### src/rtl/vend_request_encoder_pkg.sv
// Shared encodings for the vending request front end: coin codes,
// selection codes, FSM states and debounce lane indices.
package vend_request_encoder_pkg;

  localparam logic [1:0] COIN_NONE = 2'b00;
  localparam logic [1:0] COIN_ONE  = 2'b01;
  localparam logic [1:0] COIN_TWO  = 2'b10;

  typedef enum logic [1:0] {
    SEL_NONE  = 2'd0,
    SEL_CANDY = 2'd1,
    SEL_SODA  = 2'd2
  } sel_t;

  typedef enum logic [1:0] {
    COLLECT  = 2'd0,
    SEND     = 2'd1,
    WAIT_ACK = 2'd2
  } state_t;

  // Debounced input lanes, in the order they are packed at the top level.
  localparam int NUM_LANES = 5;
  localparam int LN_COIN    = 0;
  localparam int LN_CANDY   = 1;
  localparam int LN_SODA    = 2;
  localparam int LN_CONFIRM = 3;
  localparam int LN_CANCEL  = 4;

  // Request as presented to the FSM.
  typedef struct packed {
    logic [1:0] coins;
    logic       ca;
    logic       sa;
  } req_t;

  function automatic req_t make_req(input logic [1:0] coins, input sel_t sel);
    req_t r;
    r.coins = coins;
    r.ca    = (sel == SEL_CANDY);
    r.sa    = (sel == SEL_SODA);
    return r;
  endfunction

endpackage

### src/rtl/vend_request_encoder_if.sv
// User-side raw inputs, FSM feedback and the request outputs towards the FSM.
interface vend_request_encoder_if;
  logic       coin_raw;
  logic       btn_candy_raw;
  logic       btn_soda_raw;
  logic       btn_confirm_raw;
  logic       btn_cancel_raw;
  logic       C_D;
  logic       S_D;
  logic [1:0] Coin_insert;
  logic       C_A;
  logic       S_A;
  logic       BTN_sensor;
  logic       coin_reject;
  logic       busy;

  // Drives the raw inputs and dispense feedback; observes the request.
  modport master (
    output coin_raw, btn_candy_raw, btn_soda_raw, btn_confirm_raw, btn_cancel_raw,
    output C_D, S_D,
    input  Coin_insert, C_A, S_A, BTN_sensor, coin_reject, busy
  );

  // The encoder itself.
  modport slave (
    input  coin_raw, btn_candy_raw, btn_soda_raw, btn_confirm_raw, btn_cancel_raw,
    input  C_D, S_D,
    output Coin_insert, C_A, S_A, BTN_sensor, coin_reject, busy
  );
endinterface

### src/rtl/vend_request_encoder_debounce.sv
// One debounce lane: 2-flop synchroniser, stability counter, and a
// single-cycle pulse on each accepted rising level.
module input_debounce #(
  parameter int DEBOUNCE_CYCLES = 1_000_000
) (
  input  logic CLK,
  input  logic RST,
  input  logic i_raw,
  output logic o_rise
);
  localparam int CW = $clog2(DEBOUNCE_CYCLES) + 1;
  localparam logic [CW-1:0] CMAX = CW'(DEBOUNCE_CYCLES - 1);

  logic          r_s1, r_s2, r_clean, r_rise;
  logic [CW-1:0] r_cnt;

  // Synchronise, then accept a new level only after it differs from the
  // clean level for DEBOUNCE_CYCLES consecutive samples; any return to the
  // clean level restarts the count.
  always_ff @(posedge CLK or posedge RST) begin
    if (RST) begin
      r_s1    <= 1'b0;
      r_s2    <= 1'b0;
      r_clean <= 1'b0;
      r_cnt   <= '0;
      r_rise  <= 1'b0;
    end else begin
      r_s1   <= i_raw;
      r_s2   <= r_s1;
      r_rise <= 1'b0;
      if (r_s2 == r_clean) begin
        r_cnt <= '0;
      end else if (r_cnt == CMAX) begin
        r_clean <= r_s2;
        r_cnt   <= '0;
        r_rise  <= r_s2;
      end else begin
        r_cnt <= r_cnt + 1'b1;
      end
    end
  end

  assign o_rise = r_rise;
endmodule

### src/rtl/vend_request_encoder.sv
// Vending request encoder: debounces the user inputs, collects coins and
// a selection, then holds one stable request for the slow FSM clock and
// waits for dispense feedback or a timeout.
module vend_request_encoder
  import vend_request_encoder_pkg::*;
#(
  parameter int DEBOUNCE_CYCLES = 1_000_000,
  parameter int HOLD_CYCLES     = 25_000_000,
  parameter int ACK_TIMEOUT     = 100_000_000
) (
  input  logic CLK,
  input  logic RST,
  vend_request_encoder_if.slave bus
);
  localparam int HW = $clog2(HOLD_CYCLES) + 1;
  localparam int TW = $clog2(ACK_TIMEOUT) + 1;
  localparam logic [HW-1:0] HMAX = HW'(HOLD_CYCLES - 1);
  localparam logic [TW-1:0] TMAX = TW'(ACK_TIMEOUT - 1);

  logic [NUM_LANES-1:0] w_raw, w_ev;

  assign w_raw[LN_COIN]    = bus.coin_raw;
  assign w_raw[LN_CANDY]   = bus.btn_candy_raw;
  assign w_raw[LN_SODA]    = bus.btn_soda_raw;
  assign w_raw[LN_CONFIRM] = bus.btn_confirm_raw;
  assign w_raw[LN_CANCEL]  = bus.btn_cancel_raw;

  for (genvar g = 0; g < NUM_LANES; g++) begin : g_db
    input_debounce #(.DEBOUNCE_CYCLES(DEBOUNCE_CYCLES)) u_db (
      .CLK    (CLK),
      .RST    (RST),
      .i_raw  (w_raw[g]),
      .o_rise (w_ev[g])
    );
  end

  state_t        r_state, w_state_nxt;
  logic [1:0]    r_coins, w_coins_nxt;
  sel_t          r_sel,   w_sel_nxt;
  req_t          r_snap,  w_snap_nxt;
  logic [HW-1:0] r_hold,  w_hold_nxt;
  logic [TW-1:0] r_to,    w_to_nxt;
  logic          r_rej,   w_rej_nxt;
  req_t          w_out;

  // State, transaction registers and counters.
  always_ff @(posedge CLK or posedge RST) begin
    if (RST) begin
      r_state <= COLLECT;
      r_coins <= COIN_NONE;
      r_sel   <= SEL_NONE;
      r_snap  <= '0;
      r_hold  <= '0;
      r_to    <= '0;
      r_rej   <= 1'b0;
    end else begin
      r_state <= w_state_nxt;
      r_coins <= w_coins_nxt;
      r_sel   <= w_sel_nxt;
      r_snap  <= w_snap_nxt;
      r_hold  <= w_hold_nxt;
      r_to    <= w_to_nxt;
      r_rej   <= w_rej_nxt;
    end
  end

  // Next-state and register updates for each phase of a transaction.
  always_comb begin
    w_state_nxt = r_state;
    w_coins_nxt = r_coins;
    w_sel_nxt   = r_sel;
    w_snap_nxt  = r_snap;
    w_hold_nxt  = r_hold;
    w_to_nxt    = r_to;
    w_rej_nxt   = 1'b0;
    case (r_state)
      COLLECT: begin
        if (w_ev[LN_CANCEL]) begin
          // Cancel overrides everything else arriving in the same cycle.
          w_coins_nxt = COIN_NONE;
          w_sel_nxt   = SEL_NONE;
        end else begin
          if (w_ev[LN_COIN]) begin
            if (r_coins == COIN_TWO) w_rej_nxt   = 1'b1;
            else                     w_coins_nxt = r_coins + 2'd1;
          end
          if (w_ev[LN_CANDY] && w_ev[LN_SODA]) w_sel_nxt = SEL_NONE;
          else if (w_ev[LN_CANDY])             w_sel_nxt = SEL_CANDY;
          else if (w_ev[LN_SODA])              w_sel_nxt = SEL_SODA;
          // An empty transaction is not worth sending; a selection with
          // no coins is, since the FSM reports that error itself.
          if (w_ev[LN_CONFIRM] && !(r_coins == COIN_NONE && r_sel == SEL_NONE)) begin
            w_snap_nxt  = make_req(r_coins, r_sel);
            w_hold_nxt  = '0;
            w_state_nxt = SEND;
          end
        end
      end
      SEND: begin
        w_rej_nxt = w_ev[LN_COIN];
        if (r_hold == HMAX) begin
          w_hold_nxt  = '0;
          w_to_nxt    = '0;
          w_state_nxt = WAIT_ACK;
        end else begin
          w_hold_nxt = r_hold + 1'b1;
        end
      end
      WAIT_ACK: begin
        w_rej_nxt = w_ev[LN_COIN];
        if (bus.C_D || bus.S_D || r_to == TMAX) begin
          w_coins_nxt = COIN_NONE;
          w_sel_nxt   = SEL_NONE;
          w_to_nxt    = '0;
          w_state_nxt = COLLECT;
        end else begin
          w_to_nxt = r_to + 1'b1;
        end
      end
      default: w_state_nxt = COLLECT;
    endcase
  end

  // Request outputs decoded from registers only, so reset clears them at once.
  always_comb begin
    w_out = '0;
    case (r_state)
      COLLECT: w_out = make_req(r_coins, r_sel);
      SEND:    w_out = r_snap;
      default: w_out = '0;
    endcase
  end

  assign bus.Coin_insert = w_out.coins;
  assign bus.C_A         = w_out.ca;
  assign bus.S_A         = w_out.sa;
  assign bus.BTN_sensor  = (r_state == SEND);
  assign bus.busy        = (r_state != COLLECT);
  assign bus.coin_reject = r_rej;
endmodule
### src/flat_wrapper.sv
// flat-port wrapper written by rule: the top's interface ports become plain ports
module vend_request_encoder_flat import vend_request_encoder_pkg::*;
#(
  parameter int DEBOUNCE_CYCLES = 1_000_000,
  parameter int HOLD_CYCLES     = 25_000_000,
  parameter int ACK_TIMEOUT     = 100_000_000
)
  (CLK, RST, bus_coin_raw, bus_btn_candy_raw, bus_btn_soda_raw, bus_btn_confirm_raw, bus_btn_cancel_raw, bus_C_D, bus_S_D, bus_Coin_insert, bus_C_A, bus_S_A, bus_BTN_sensor, bus_coin_reject, bus_busy);
  vend_request_encoder_if bus_i ();
  input  logic CLK;
  input  logic RST;
  input wire logic [$bits(bus_i.coin_raw)-1:0] bus_coin_raw;
  input wire logic [$bits(bus_i.btn_candy_raw)-1:0] bus_btn_candy_raw;
  input wire logic [$bits(bus_i.btn_soda_raw)-1:0] bus_btn_soda_raw;
  input wire logic [$bits(bus_i.btn_confirm_raw)-1:0] bus_btn_confirm_raw;
  input wire logic [$bits(bus_i.btn_cancel_raw)-1:0] bus_btn_cancel_raw;
  input wire logic [$bits(bus_i.C_D)-1:0] bus_C_D;
  input wire logic [$bits(bus_i.S_D)-1:0] bus_S_D;
  output wire logic [$bits(bus_i.Coin_insert)-1:0] bus_Coin_insert;
  output wire logic [$bits(bus_i.C_A)-1:0] bus_C_A;
  output wire logic [$bits(bus_i.S_A)-1:0] bus_S_A;
  output wire logic [$bits(bus_i.BTN_sensor)-1:0] bus_BTN_sensor;
  output wire logic [$bits(bus_i.coin_reject)-1:0] bus_coin_reject;
  output wire logic [$bits(bus_i.busy)-1:0] bus_busy;
  assign bus_i.coin_raw = bus_coin_raw;
  assign bus_i.btn_candy_raw = bus_btn_candy_raw;
  assign bus_i.btn_soda_raw = bus_btn_soda_raw;
  assign bus_i.btn_confirm_raw = bus_btn_confirm_raw;
  assign bus_i.btn_cancel_raw = bus_btn_cancel_raw;
  assign bus_i.C_D = bus_C_D;
  assign bus_i.S_D = bus_S_D;
  assign bus_Coin_insert = bus_i.Coin_insert;
  assign bus_C_A = bus_i.C_A;
  assign bus_S_A = bus_i.S_A;
  assign bus_BTN_sensor = bus_i.BTN_sensor;
  assign bus_coin_reject = bus_i.coin_reject;
  assign bus_busy = bus_i.busy;
  vend_request_encoder #(.DEBOUNCE_CYCLES(DEBOUNCE_CYCLES), .HOLD_CYCLES(HOLD_CYCLES), .ACK_TIMEOUT(ACK_TIMEOUT)) u_core (.CLK(CLK), .RST(RST), .bus(bus_i));
endmodule
### config.mk
export PLATFORM = sky130hd
export DESIGN_NAME = vend_request_encoder_flat
export DESIGN_NICKNAME = d
export VERILOG_FILES = /design/src/rtl/vend_request_encoder_pkg.sv /design/src/rtl/vend_request_encoder_if.sv /design/src/rtl/vend_request_encoder_debounce.sv /design/src/rtl/vend_request_encoder.sv /design/src/flat_wrapper.sv
export SDC_FILE = /design/constraint.sdc
export NUM_CORES = 1
export LEC_CHECK = 0
export CAP_MARGIN = 20
export CORE_MARGIN = 2
export CORE_UTILIZATION = 42
export DETAILED_ROUTE_END_ITERATION = 7
export SYNTH_ARGS = -nofsm -noshare
export SYNTH_HDL_FRONTEND = slang
export SYNTH_HIERARCHICAL = 1
export SYNTH_SLANG_ARGS = --single-unit
### constraint.sdc
create_clock -name CLK -period 2.75 [get_ports CLK]
set_input_delay 0.275 -clock CLK [delete_from_list [all_inputs] [get_ports CLK]]
set_output_delay 0.275 -clock CLK [all_outputs]
set_load 0.01 [all_outputs]
==> results.sh <==
export IMPL_power_mw=5.54
export IMPL_drc=0
export IMPL_dieArea_sq_um=25400
export IMPL_path_delay_family="buffers and inverters"
export IMPL_mostFrequentLayoutCell="dfrtp_1"
export IMPL_place_area_sq_um=10700
export IMPL_critical_path_arrival_ns=2.25
export IMPL_slew_violations=0
export IMPL_hpwlAfterDp_microns=14300
export IMPL_critPathSlowestCell="clkdlybuf4s50_1"
export IMPL_port_buffers=15
export IMPL_clock_skew_ns=0.0109
export IMPL_fill_cells=2226
export IMPL_power_density_nw_per_um2=490
export IMPL_cp_num_buf_inv=3
export IMPL_die_h_microns=159
export IMPL_initial_core_util=0.430
export IMPL_track_usage=0.173
export IMPL_endpoint_kind="primary output"
export IMPL_hold_end="u_core/g_db[0].u_db/r_s1"
export IMPL_cts_buffer_depth=2
export IMPL_async_reset_ff_frac=1.00
export IMPL_hold_viol=0
export IMPL_ys_warn_count=6
export IMPL_synth_area_sq_um=10100
export IMPL_antenna_found_initial=0
export IMPL_max_freq_ghz=0.397
export IMPL_final_util=0.481
export IMPL_finalInstanceArea_sq_um=11300
export IMPL_worst_r2r_setup_slack_ns=0.39
export IMPL_period_minus_slack_ns=2.52
export IMPL_cts_tree="yes"
export IMPL_vdd_ir_drop_worst_mv=0.360
export IMPL_critPathRequiredTime_ns=2.48
export IMPL_synthCells=1024
export IMPL_netlist_area_leader_share=0.470
export IMPL_regArea_sq_um=4750
export IMPL_status="finished clean"
export IMPL_ioPinCount=16
export IMPL_ant_nets=0
export IMPL_layout_cells_non_filler=1387
export IMPL_setup_viol=0
export IMPL_yosysTopAreaCell="dfrtp_1"
export IMPL_maxCapViolCount=0
export IMPL_ys_ff_latch=190
export IMPL_post_cts_buffers=0
export IMPL_grt_max_degree=66
export IMPL_clk_latency_ns=0.43
export IMPL_vias=7612
export IMPL_wl_per_cell_microns=15.2
export IMPL_areaGrowthSynthToFinish_pct=11.8
export IMPL_drive_above_1_share=0.112
export IMPL_slowest_delay_ns=0.59
export IMPL_tightest_slew_ns=0.856
export IMPL_setup_slack_ns=0.229
export IMPL_whs_path_depth=1
export IMPL_path_common_cell="inv_1"
export IMPL_rr_endpoint="u_core/r_to[17]"
export IMPL_fin_setup_tns_ns=0
export IMPL_cp_start_kind="flop"
export IMPL_final_period_utilization=0.917
export IMPL_drtPass1Iterations=5
export IMPL_drt_iter0_markers=436
export IMPL_path_class="flop to primary output"
export IMPL_ys_seq_area_frac=0.470
export IMPL_rr_worst_depth=7
export IMPL_n_antenna_cell=0
export IMPL_cts_sinks=190
export IMPL_core_sq_um=23500
export IMPL_cts_made_buffers=17
export IMPL_yosysUniqueCellTypes=54
export IMPL_fp_dieW_microns=159
export IMPL_grt_pass1_wl_microns=36900
export IMPL_wirelength_microns=21000
export IMPL_multi_input_area_sq_um=5090
export IMPL_holdCritStartpoint="bus_coin_raw"
export IMPL_grt_remaining_overflow=0
export IMPL_netlist_top_cells_area="dfrtp_1 (47%), xnor2_1 (5.4%), nor2_1 (4.6%)"
export IMPL_path_depth=5
export IMPL_pre_cts_slack_ns=0.408
export IMPL_core_rowCount=56
export IMPL_cts_root_buffer="clkbuf_16"
export IMPL_clk_pin_slew_ns=0.07
export IMPL_via_per_inst=5.49
export IMPL_syn_num_nets=1046
export IMPL_rsz0062_at_grt="no"
export IMPL_hold_ws_ns=0.281
export IMPL_crit_reg2reg_launch="u_core/r_to[0]"
export IMPL_synth_edf_count=0
export IMPL_p_leak_nw=4.65
export IMPL_final_cell_mix="dfrtp_1 (190), nor2_1 (124), nand3_1 (65)"
export IMPL_htreeDepth=4
export IMPL_finalNetCount=1078
export IMPL_syn_avg_cell_area_sq_um=9.88
export IMPL_crit_chain="inv_1 > ha_1 > inv_1 > o21ai_1 > clkdlybuf4s50_1"
export IMPL_relSlewSlack=0.424
export IMPL_placed_cells=1356
export IMPL_first_global_vias=7372
export IMPL_gp_congestion=0.784
export IMPL_hold_path_class="input pin to flop"
export IMPL_path_max_fanout=8
export IMPL_yosys_most_used_dff="dfrtp_1"
==> cell type report <==
type,count,area share
Multi-Input combinational cell,772,0.449
Sequential cell,190,0.420
Clock buffer,22,0.0419
Tap cell,319,0.0353
Timing Repair Buffer,37,0.0290
Inverter,38,0.0126
Clock inverter,9,0.0118
==> repair_timing <==
| action | 4_1_cts | 5_1_grt |
|---|---|---|
| endpoints found under the setup margin | 0 | 1 |
| hold buffers | 0 | 0 |
| resized for setup | 0 | 1 |
==> metal layers <==
metal | up-vias | part of all wire | global-route usage
li1 | 3789 | - | -
met1 | 3739 | 0.50 | 0.248
met2 | 78 | 0.47 | 0.275
met3 | 6 | 0.023 | 0.0339
met4 | 0 | 0.0057 | 0.0335
met5 | - | 0 | 0
==> worst max-delay path by stage <==
stage                 startpoint            endpoint  slack, ns
3_5_place_dp   u_core/r_hold[11]     u_core/r_to[27]       0.41
3_3_place_gp   u_core/r_hold[11]     u_core/r_to[23]       0.47
5_1_grt        u_core/r_state[1]  bus_Coin_insert[0]       0.10
2_1_floorplan     u_core/r_to[0]     u_core/r_to[12]       0.47
6_report       u_core/r_state[0]  bus_Coin_insert[0]       0.23
4_1_cts        u_core/r_state[0]  bus_Coin_insert[0]       0.11
==> power by group <==
part	leakage (nW)	switching [mW]	total, mW	internal [mW]
clock network	0.285	1.06	2.56	1.50
logic	1.78	0.0965	0.138	0.0418
registers	2.58	0.0290	2.85	2.82
==> synthesized netlist by cell type (all sizes together), types with 10 or more instances <==
library cell and instances:
xor2 35, and3 33, nor4 45, buf 10, ha 13, and2 19, clkbuf 14, nand2 54
dfrtp 190, nand3 71, mux2 10, nor2 124, a21oi 37, o21ai 53, and4 16, nand4 66
nand4b 15, inv 38, nor3 39, xnor2 62, or4 15
==> state kept, by name, summed over array words and instances (netlist names) <==
signal / cells
u_core/bus.coin_reject: 1
u_core/g_db.u_db/o_rise: 5
u_core/g_db.u_db/r_clean: 5
u_core/g_db.u_db/r_cnt: 105
u_core/g_db.u_db/r_s1: 5
u_core/g_db.u_db/r_s2: 5
u_core/r_coins: 2
u_core/r_hold: 26
u_core/r_sel: 2
u_core/r_snap: 4
u_core/r_state: 2
u_core/r_to: 28
==> kinds of logic after synthesis <==
group           count (synthesis)  synth area share
fa+ha+maj                      13            0.0161
simple gates                  528             0.317
compound gates                124            0.0739
flops                         190             0.470
buf+inv                        62            0.0279
mux                            10            0.0111
xor+xnor                       97            0.0840
Power figures use the tool's default switching activity.
